<file path="src/rtl/gray_ptr_sync_rx.sv">
// Receive-side pointer stage of a dual-clock FIFO: resynchronises a remote Gray
// pointer, decodes it, derives level/empty/full and flags Gray-coding or range errors.
module gray_ptr_sync_rx #(
  parameter int W           = 4,
  parameter int SYNC_STAGES = 2,
  parameter bit READ_SIDE   = 1'b1
) (
  input  logic         clk,
  input  logic         rst_n,
  input  logic [W-1:0] remote_gray_i,
  input  logic [W-1:0] local_bin_i,
  output logic [W-1:0] remote_bin_o,
  output logic [W-1:0] level_o,
  output logic         empty_o,
  output logic         full_o,
  output logic         step_o,
  output logic         err_o,
  input  logic         err_clr_i
);

  localparam logic [W-1:0] DEPTH     = {1'b1, {(W-1){1'b0}}};
  localparam int           WARM      = SYNC_STAGES + 1;
  localparam int           CW        = $clog2(WARM + 1);
  localparam logic [CW-1:0] WARM_DONE = CW'(WARM);

  function automatic logic [W-1:0] gray2bin(input logic [W-1:0] g);
    logic [W-1:0] b;
    b[W-1] = g[W-1];
    for (int j = W - 2; j >= 0; j--) begin
      b[j] = g[j] ^ b[j+1];
    end
    return b;
  endfunction

  // d & (d - 1) clears the lowest set bit, so a nonzero result means two or more bits set
  function automatic logic multi_bit(input logic [W-1:0] d);
    return (d & (d - {{(W-1){1'b0}}, 1'b1})) != {W{1'b0}};
  endfunction

  logic [W-1:0]  sync_r [SYNC_STAGES];
  logic [W-1:0]  g_sync_s;
  logic [W-1:0]  g_prev_r;
  logic [W-1:0]  remote_bin_r;
  logic          step_r;
  logic          err_r;
  logic [CW-1:0] warm_cnt_r;
  logic [W-1:0]  level_s;
  logic          coding_err_s;
  logic          range_err_s;
  logic          err_set_s;

  // Resync chain: plain flop-to-flop, only the last stage fans out
  always_ff @(posedge clk) begin
    if (!rst_n) begin
      for (int i = 0; i < SYNC_STAGES; i++) begin
        sync_r[i] <= {W{1'b0}};
      end
    end else begin
      sync_r[0] <= remote_gray_i;
      for (int i = 1; i < SYNC_STAGES; i++) begin
        sync_r[i] <= sync_r[i-1];
      end
    end
  end

  assign g_sync_s = sync_r[SYNC_STAGES-1];

  // Previous sample, decoded pointer and change pulse
  always_ff @(posedge clk) begin
    if (!rst_n) begin
      g_prev_r     <= {W{1'b0}};
      remote_bin_r <= {W{1'b0}};
      step_r       <= 1'b0;
    end else begin
      g_prev_r     <= g_sync_s;
      remote_bin_r <= gray2bin(g_sync_s);
      step_r       <= (g_sync_s != g_prev_r);
    end
  end

  // Counts the post-reset refill cycles; the coding check stays off until the chain holds real samples
  always_ff @(posedge clk) begin
    if (!rst_n) begin
      warm_cnt_r <= {CW{1'b0}};
    end else if (warm_cnt_r != WARM_DONE) begin
      warm_cnt_r <= warm_cnt_r + CW'(1'b1);
    end else begin
      warm_cnt_r <= warm_cnt_r;
    end
  end

  // Level is write pointer minus read pointer, wrapping modulo 2**W
  always_comb begin
    level_s = {W{1'b0}};
    if (READ_SIDE) begin
      level_s = remote_bin_r - local_bin_i;
    end else begin
      level_s = local_bin_i - remote_bin_r;
    end
  end

  // Error set sources
  always_comb begin
    coding_err_s = 1'b0;
    if (warm_cnt_r == WARM_DONE) begin
      coding_err_s = multi_bit(g_sync_s ^ g_prev_r);
    end else begin
      coding_err_s = 1'b0;
    end
    range_err_s = (level_s > DEPTH);
    err_set_s   = coding_err_s | range_err_s;
  end

  // Sticky error: a set in the same cycle as a clear wins
  always_ff @(posedge clk) begin
    if (!rst_n) begin
      err_r <= 1'b0;
    end else if (err_set_s) begin
      err_r <= 1'b1;
    end else if (err_clr_i) begin
      err_r <= 1'b0;
    end else begin
      err_r <= err_r;
    end
  end

  assign remote_bin_o = remote_bin_r;
  assign level_o      = level_s;
  assign empty_o      = (level_s == {W{1'b0}});
  assign full_o       = (level_s == DEPTH);
  assign step_o       = step_r;
  assign err_o        = err_r;

endmodule

</file>
<file path="config.mk">
export PLATFORM = sky130hd
export DESIGN_NAME = gray_ptr_sync_rx
export DESIGN_NICKNAME = d
export VERILOG_FILES = /design/src/rtl/gray_ptr_sync_rx.sv
export SDC_FILE = /design/constraint.sdc
export NUM_CORES = 1
export LEC_CHECK = 0
export ABC_AREA = 1
export CAP_MARGIN = 30
export CELL_PAD_IN_SITES_DETAIL_PLACEMENT = 1
export CELL_PAD_IN_SITES_GLOBAL_PLACEMENT = 1
export CORE_UTILIZATION = 35
export DETAILED_ROUTE_END_ITERATION = 6
export PLACE_DENSITY_LB_ADDON = 0.1
export RECOVER_POWER = 25
export SYNTH_ARGS = -nofsm -noshare
export SYNTH_HDL_FRONTEND = slang
export SYNTH_SLANG_ARGS = --single-unit
</file>
<file path="constraint.sdc">
create_clock -name clk -period 5.45 [get_ports clk]
set_input_delay 1.635 -clock clk [delete_from_list [all_inputs] [get_ports clk]]
set_output_delay 1.635 -clock clk [all_outputs]
set_load 0.05 [all_outputs]
</file>
# ---- Word level (Yosys, flattened, before mapping)
# Memory sizes are Yosys's and may differ from the RTL's.
# Index checks and enable logic that the tools add are counted.
dict set report totals {
  regBits 12
  ram_bits 8
  input_bits 11
  output_inout_bits 12
  word_cells 32
  mem_count 1
}
dict set report classes {
  add_sub_neg 3
  order_cmp 1
  eq_ne 4
  muxes 7
  bitwise 8
  reduce_logical 3
}
# name depth word_bits read_ports rd_ports_with_merged_regs write_ports line_no
set memory_table {}
lappend memory_table {sync_r 2 4 2 0 2 40} ;# logic [W-1:0] sync_r [SYNC_STAGES];
# cell count
set ops {}
lappend ops {{2-to-1 mux 4 bit} 2}
lappend ops {{2-to-1 mux 1 bit} 5}
lappend ops {{AND 4 bit} 1}
lappend ops {{equality test 4 bit (second input constant)} 1}
lappend ops {{> comparator 4 bit (second input constant)} 1}
lappend ops {{zero test 4 bit} 1}
lappend ops {{!= test 4 bit} 1}
lappend ops {{nonzero test 4 bit} 1}
lappend ops {{subtractor 4 x 1 -> 4 bit (second input constant)} 1}
lappend ops {{subtractor 4 bit} 1}
lappend ops {{bitwise XOR 4 bit} 1}
lappend ops {{bitwise OR 1 bit} 3}
lappend ops {{bitwise XOR 1 bit} 3}
lappend ops {{adder 2 x 1 -> 2 bit (second input constant)} 1}
lappend ops {{equality test 2 bit (second input constant)} 1}
lappend ops {{!= test 2 bit (second input constant)} 1}
lappend ops {{nonzero test 2 bit} 1}

# ---- Longest topological paths before layout
dict set report depth {
  ltp_word 7
  depth_mapped 10
  mapped_depth_nobuf 10
}

# ---- Worst setup path after synthesis
# No wires, ideal clock.
dict set report synth_timing {
  kind {input to output}
  start {input port local_bin_i[2]}
  end {output port empty_o}
  arrival_time_ns 3.261
  t_required_ns 3.815
  slack_ns 0.554
  cell_stages 7
  cell_sequence {inv_1 ha_1 a21oi_1 nand3_1 nand2_1 inv_1 nor2_1}
}
dict set report synth_via {
  elab_chain_cells 2
}
# item line_no
set synth_lines {}
lappend synth_lines {{start: declaration} 11} ;# input logic [W-1:0] local_bin_i,
lappend synth_lines {{subtractor 4 bit} 96} ;# level_s = remote_bin_r - local_bin_i;
lappend synth_lines {{via level_o[3]} 13} ;# output logic [W-1:0] level_o,
lappend synth_lines {{zero test 4 bit} 129} ;# assign empty_o = (level_s == {W{1'b0}});
lappend synth_lines {{end: declaration} 14} ;# output logic empty_o,
# The timed path passes the listed nets, and every way through them passes these cells.

# ---- Worst setup path after layout
dict set report layout_timing {
  start {input port local_bin_i[0]}
  end {output port empty_o}
}
dict set report layout_via {
  elab_chain_cells 2
}
# item line_no
set layout_lines {}
lappend layout_lines {{subtractor 4 bit} 96}
lappend layout_lines {{zero test 4 bit} 129}
# Every way passes these cells.

==> reports/metrics.cfg <==
[layout]
antenna_cells_inserted=0
final.fill_count=307
layout-drive-gt1-share_pct=5.33
areaGrowthSynthToFinish_pct=32.4
fin_nets=167
finish.instance_area_um2=1150

[sta]
final_hold_viol_count=0
finalSetupTns_ns=0
setup_viol=0
worst_clock_skew_ns=0.00117
slew_viol_final=0
timing_worst_slew_pin_value_ns=0.507
timing.max_slew.rel_slack_pct=66.1
maxClockFrequency_mhz=199
layout_worst_path_cycle_share_pct=92.3
timing.final.crit_period_ns=5.03
unrepaired_setup_endpoints_after_global_routing=no

[clock_tree]
post_cts_hold_buffer_count=0
path_clk_slew_ns=0.10
cts_repair_resize_count=0
postCtsSetupBuffers=0
worst_skew_pair.late_latency_ns=0.29
cts_buffers=3
cts.sink_count=19
clockBufferDepth=2
cts_tree=yes
cts.root.buffer_cell=sky130_fd_sc_hd__clkbuf_4
htreeDepth=1

[critical_path]
worstSetupEndpointType=output port
critical_path.max_fanout=3
crit_required_ns=3.82
criticalPathCategory=input port to output port
r2r_end=err_o
ff2ff_setup_slack_ns=3.80
worstSetupStartpointType=input port
worstRegToRegCells=10
worstSetupStartpoint=local_bin_i[0]
rr_startpoint=remote_bin_o[0]
worst-endpoint-arrival_ns=3.39

[yosys]
syn_avg_cell_area_um2=6.92
syn_area_um2=872
synthesis.instances=126
yosys_warnings=0
synth.ff_latch_count=19
yosys.cell_types.count=16
synth_fp_nets=142
synth_sequential_area_ratio_pct=43.6

[power]
power.switching_uw=117
netSwitchingFraction_pct=34.7
sequentialPowerShare_pct=46.5
internal_power_uw=220
p_comb_share_pct=32.6
share_clk_of_total_power_pct=20.9
power-per-cell-area_nw_per_um2=292
vdd_drop_max_v=0.000150
total_leakage_power_nw=0.646

[global_routing]
global_route_wire_length_before_repair_mm=3.08
grt_pass1_vias=803
grt-ovfl-total=0
grt_use_total_pct=15.5
grt_max_degree=16
antenna_violations_before_repair=0

[routing]
initialDrtViolationCount=2
antenna_left=0
detailroute.via_count=780
drcViolationCount=0
postRouteWirelength_mm=1.67
firstDrtPassIters=3
avgRoutedWirePerCell_um=9.39
detail_route.vias_per_cell=4.38

[placed_design]
place_hpwl_mm=1.42
port-buffer-count=22
placer_s_final_routability_congestion_estimate=0.697
placed_cell_area_um2=1130

[floorplan]
boundaryPins=23
dieWidth_um=51.9
floorplan.initialDensity_pct=38.3
die_height_um=51.9
core_area_um2=2280
area_of_the_die_um2=2700
rows=17

[min_path]
min_path_type=register to register
worstHoldEndpoint=sync_r[0][7]
hold_depth=2
min-delay-start=sync_r[0][3]

[flow_run]
maxCapViolCount=0

[status]
outcome=finished clean

-- placed cells by master, fill, tap and decap left out --
| cell type | instances |
|---|---|
| sky130_fd_sc_hd__nand2_1 | 40 |
| sky130_fd_sc_hd__inv_1 | 36 |
| sky130_fd_sc_hd__dfxtp_1 | 19 |
| sky130_fd_sc_hd__clkdlybuf4s50_1 | 16 |
| sky130_fd_sc_hd__nor2_1 | 12 |
| sky130_fd_sc_hd__ha_1 | 4 |
| sky130_fd_sc_hd__xor2_1 | 3 |
| sky130_fd_sc_hd__clkbuf_4 | 3 |
| sky130_fd_sc_hd__buf_4 | 3 |
| sky130_fd_sc_hd__a21oi_1 | 2 |
| sky130_fd_sc_hd__nand3_1 | 2 |
| sky130_fd_sc_hd__buf_12 | 2 |
| sky130_fd_sc_hd__nand3b_1 | 1 |
| sky130_fd_sc_hd__xnor2_1 | 1 |
| sky130_fd_sc_hd__a31oi_1 | 1 |
| sky130_fd_sc_hd__o21ai_0 | 1 |
| sky130_fd_sc_hd__and2_1 | 1 |
| sky130_fd_sc_hd__fa_1 | 1 |
| sky130_fd_sc_hd__clkbuf_1 | 1 |
| sky130_fd_sc_hd__dlygate4sd3_1 | 1 |
-- worst max-delay path by stage --
| stage | end | cells past startpoint |
|---|---|---|
| final | empty_o | 8 |
| after global routing | empty_o | 8 |
| after CTS | empty_o | 8 |
| after detailed placement | empty_o | 8 |
| after global placement | empty_o | 8 |
| after floorplan | empty_o | 7 |
-- worst max-delay path, cell delays in order --
cell,delay [ns]
sky130_fd_sc_hd__clkdlybuf4s50_1,0.42
sky130_fd_sc_hd__ha_1,0.23
sky130_fd_sc_hd__fa_1,0.51
sky130_fd_sc_hd__nand2_1,0.06
sky130_fd_sc_hd__inv_1,0.04
sky130_fd_sc_hd__nand2_1,0.08
sky130_fd_sc_hd__nor2_1,0.24
sky130_fd_sc_hd__buf_12,0.17
-- per-layer routing --
metal  up-vias  routed length [um]  global-route usage (%)
li1        401                   -                       -
met1       356                 687                    14.9
met2        19                 879                    31.0
met3         4                  79                    3.51
met4         0                  24                    5.41
met5         -                   0                       0
-- synthesized netlist by cell type --
cell type | number | area [um2]
sky130_fd_sc_hd__ha_1 | 4 | 50.1
sky130_fd_sc_hd__buf_4 | 1 | 7.51
sky130_fd_sc_hd__and2_1 | 1 | 6.26
sky130_fd_sc_hd__nor2_1 | 12 | 45.0
sky130_fd_sc_hd__o21ai_0 | 1 | 5.00
sky130_fd_sc_hd__dfxtp_1 | 19 | 380
sky130_fd_sc_hd__xnor2_1 | 1 | 8.76
sky130_fd_sc_hd__xor2_1 | 3 | 26.3
sky130_fd_sc_hd__nand2_1 | 40 | 150
sky130_fd_sc_hd__clkbuf_1 | 1 | 3.75
sky130_fd_sc_hd__nand3_1 | 2 | 10.0
sky130_fd_sc_hd__a31oi_1 | 1 | 6.26
sky130_fd_sc_hd__inv_1 | 36 | 135
sky130_fd_sc_hd__a21oi_1 | 2 | 10.0
sky130_fd_sc_hd__fa_1 | 1 | 20.0
sky130_fd_sc_hd__nand3b_1 | 1 | 7.51
-- final cells by class --
cell class / count / area, um2 / share of cell area, %
inverters: 36 / 135 / 11.7
clock buffers: 4 / 26.3 / 2.28
well taps: 28 / 35.0 / 3.03
multi-input cells: 69 / 345 / 29.9
repair buffers: 22 / 233 / 20.2
flip-flops and latches: 19 / 380 / 32.9
-- logic make-up (layout without fill, tap and decap cells) --
| family | Yosys count | count (layout) | share of synthesized area, % |
|---|---|---|---|
| AO/OA/AOI/OAI | 4 | 4 | 2.44 |
| adder cells (fa/ha/maj) | 5 | 5 | 8.03 |
| AND/OR/NAND/NOR | 56 | 56 | 25.1 |
| flip-flops | 19 | 19 | 43.6 |
| buffers and inverters | 38 | 62 | 16.8 |
| XOR/XNOR | 4 | 4 | 4.02 |
-- sequential cells by signal, summed over array words and instances (netlist names) --
register and flops:
err_o 1, g_prev_r 4, step_o 1, remote_bin_o 3
sync_r 8, warm_cnt_r 2
-- per-stage QoR --
| stage | utilization [%] | hold WS [ns] | total power, mW | setup WS [ns] | instances |
|---|---|---|---|---|---|
| 6_report | 50.7 | 0.426 | 0.337 | 0.422 | 178 |
| 5_1_grt | 50.7 | 0.457 | 0.359 | 0.314 | 178 |
| 4_1_cts | 50.7 | 0.430 | 0.342 | 0.406 | 178 |
| 3_5_place_dp | 49.6 | 0.405 | 0.271 | 0.408 | 174 |
| 3_3_place_gp | 49.6 | 0.393 | 0.267 | 0.532 | 174 |
| 2_1_floorplan | - | 0.390 | 0.232 | 0.554 | 126 |
-- power by group through the flow --
stage / clock network (mW) / registers, mW / logic [mW]
floorplan: 0 / 0.171 / 0.0617
global placement: 0 / 0.159 / 0.108
detailed placement: 0 / 0.160 / 0.111
CTS: 0.0733 / 0.157 / 0.112
global route: 0.0800 / 0.158 / 0.121
finish: 0.0704 / 0.157 / 0.110
Power figures use the tool's default switching activity.
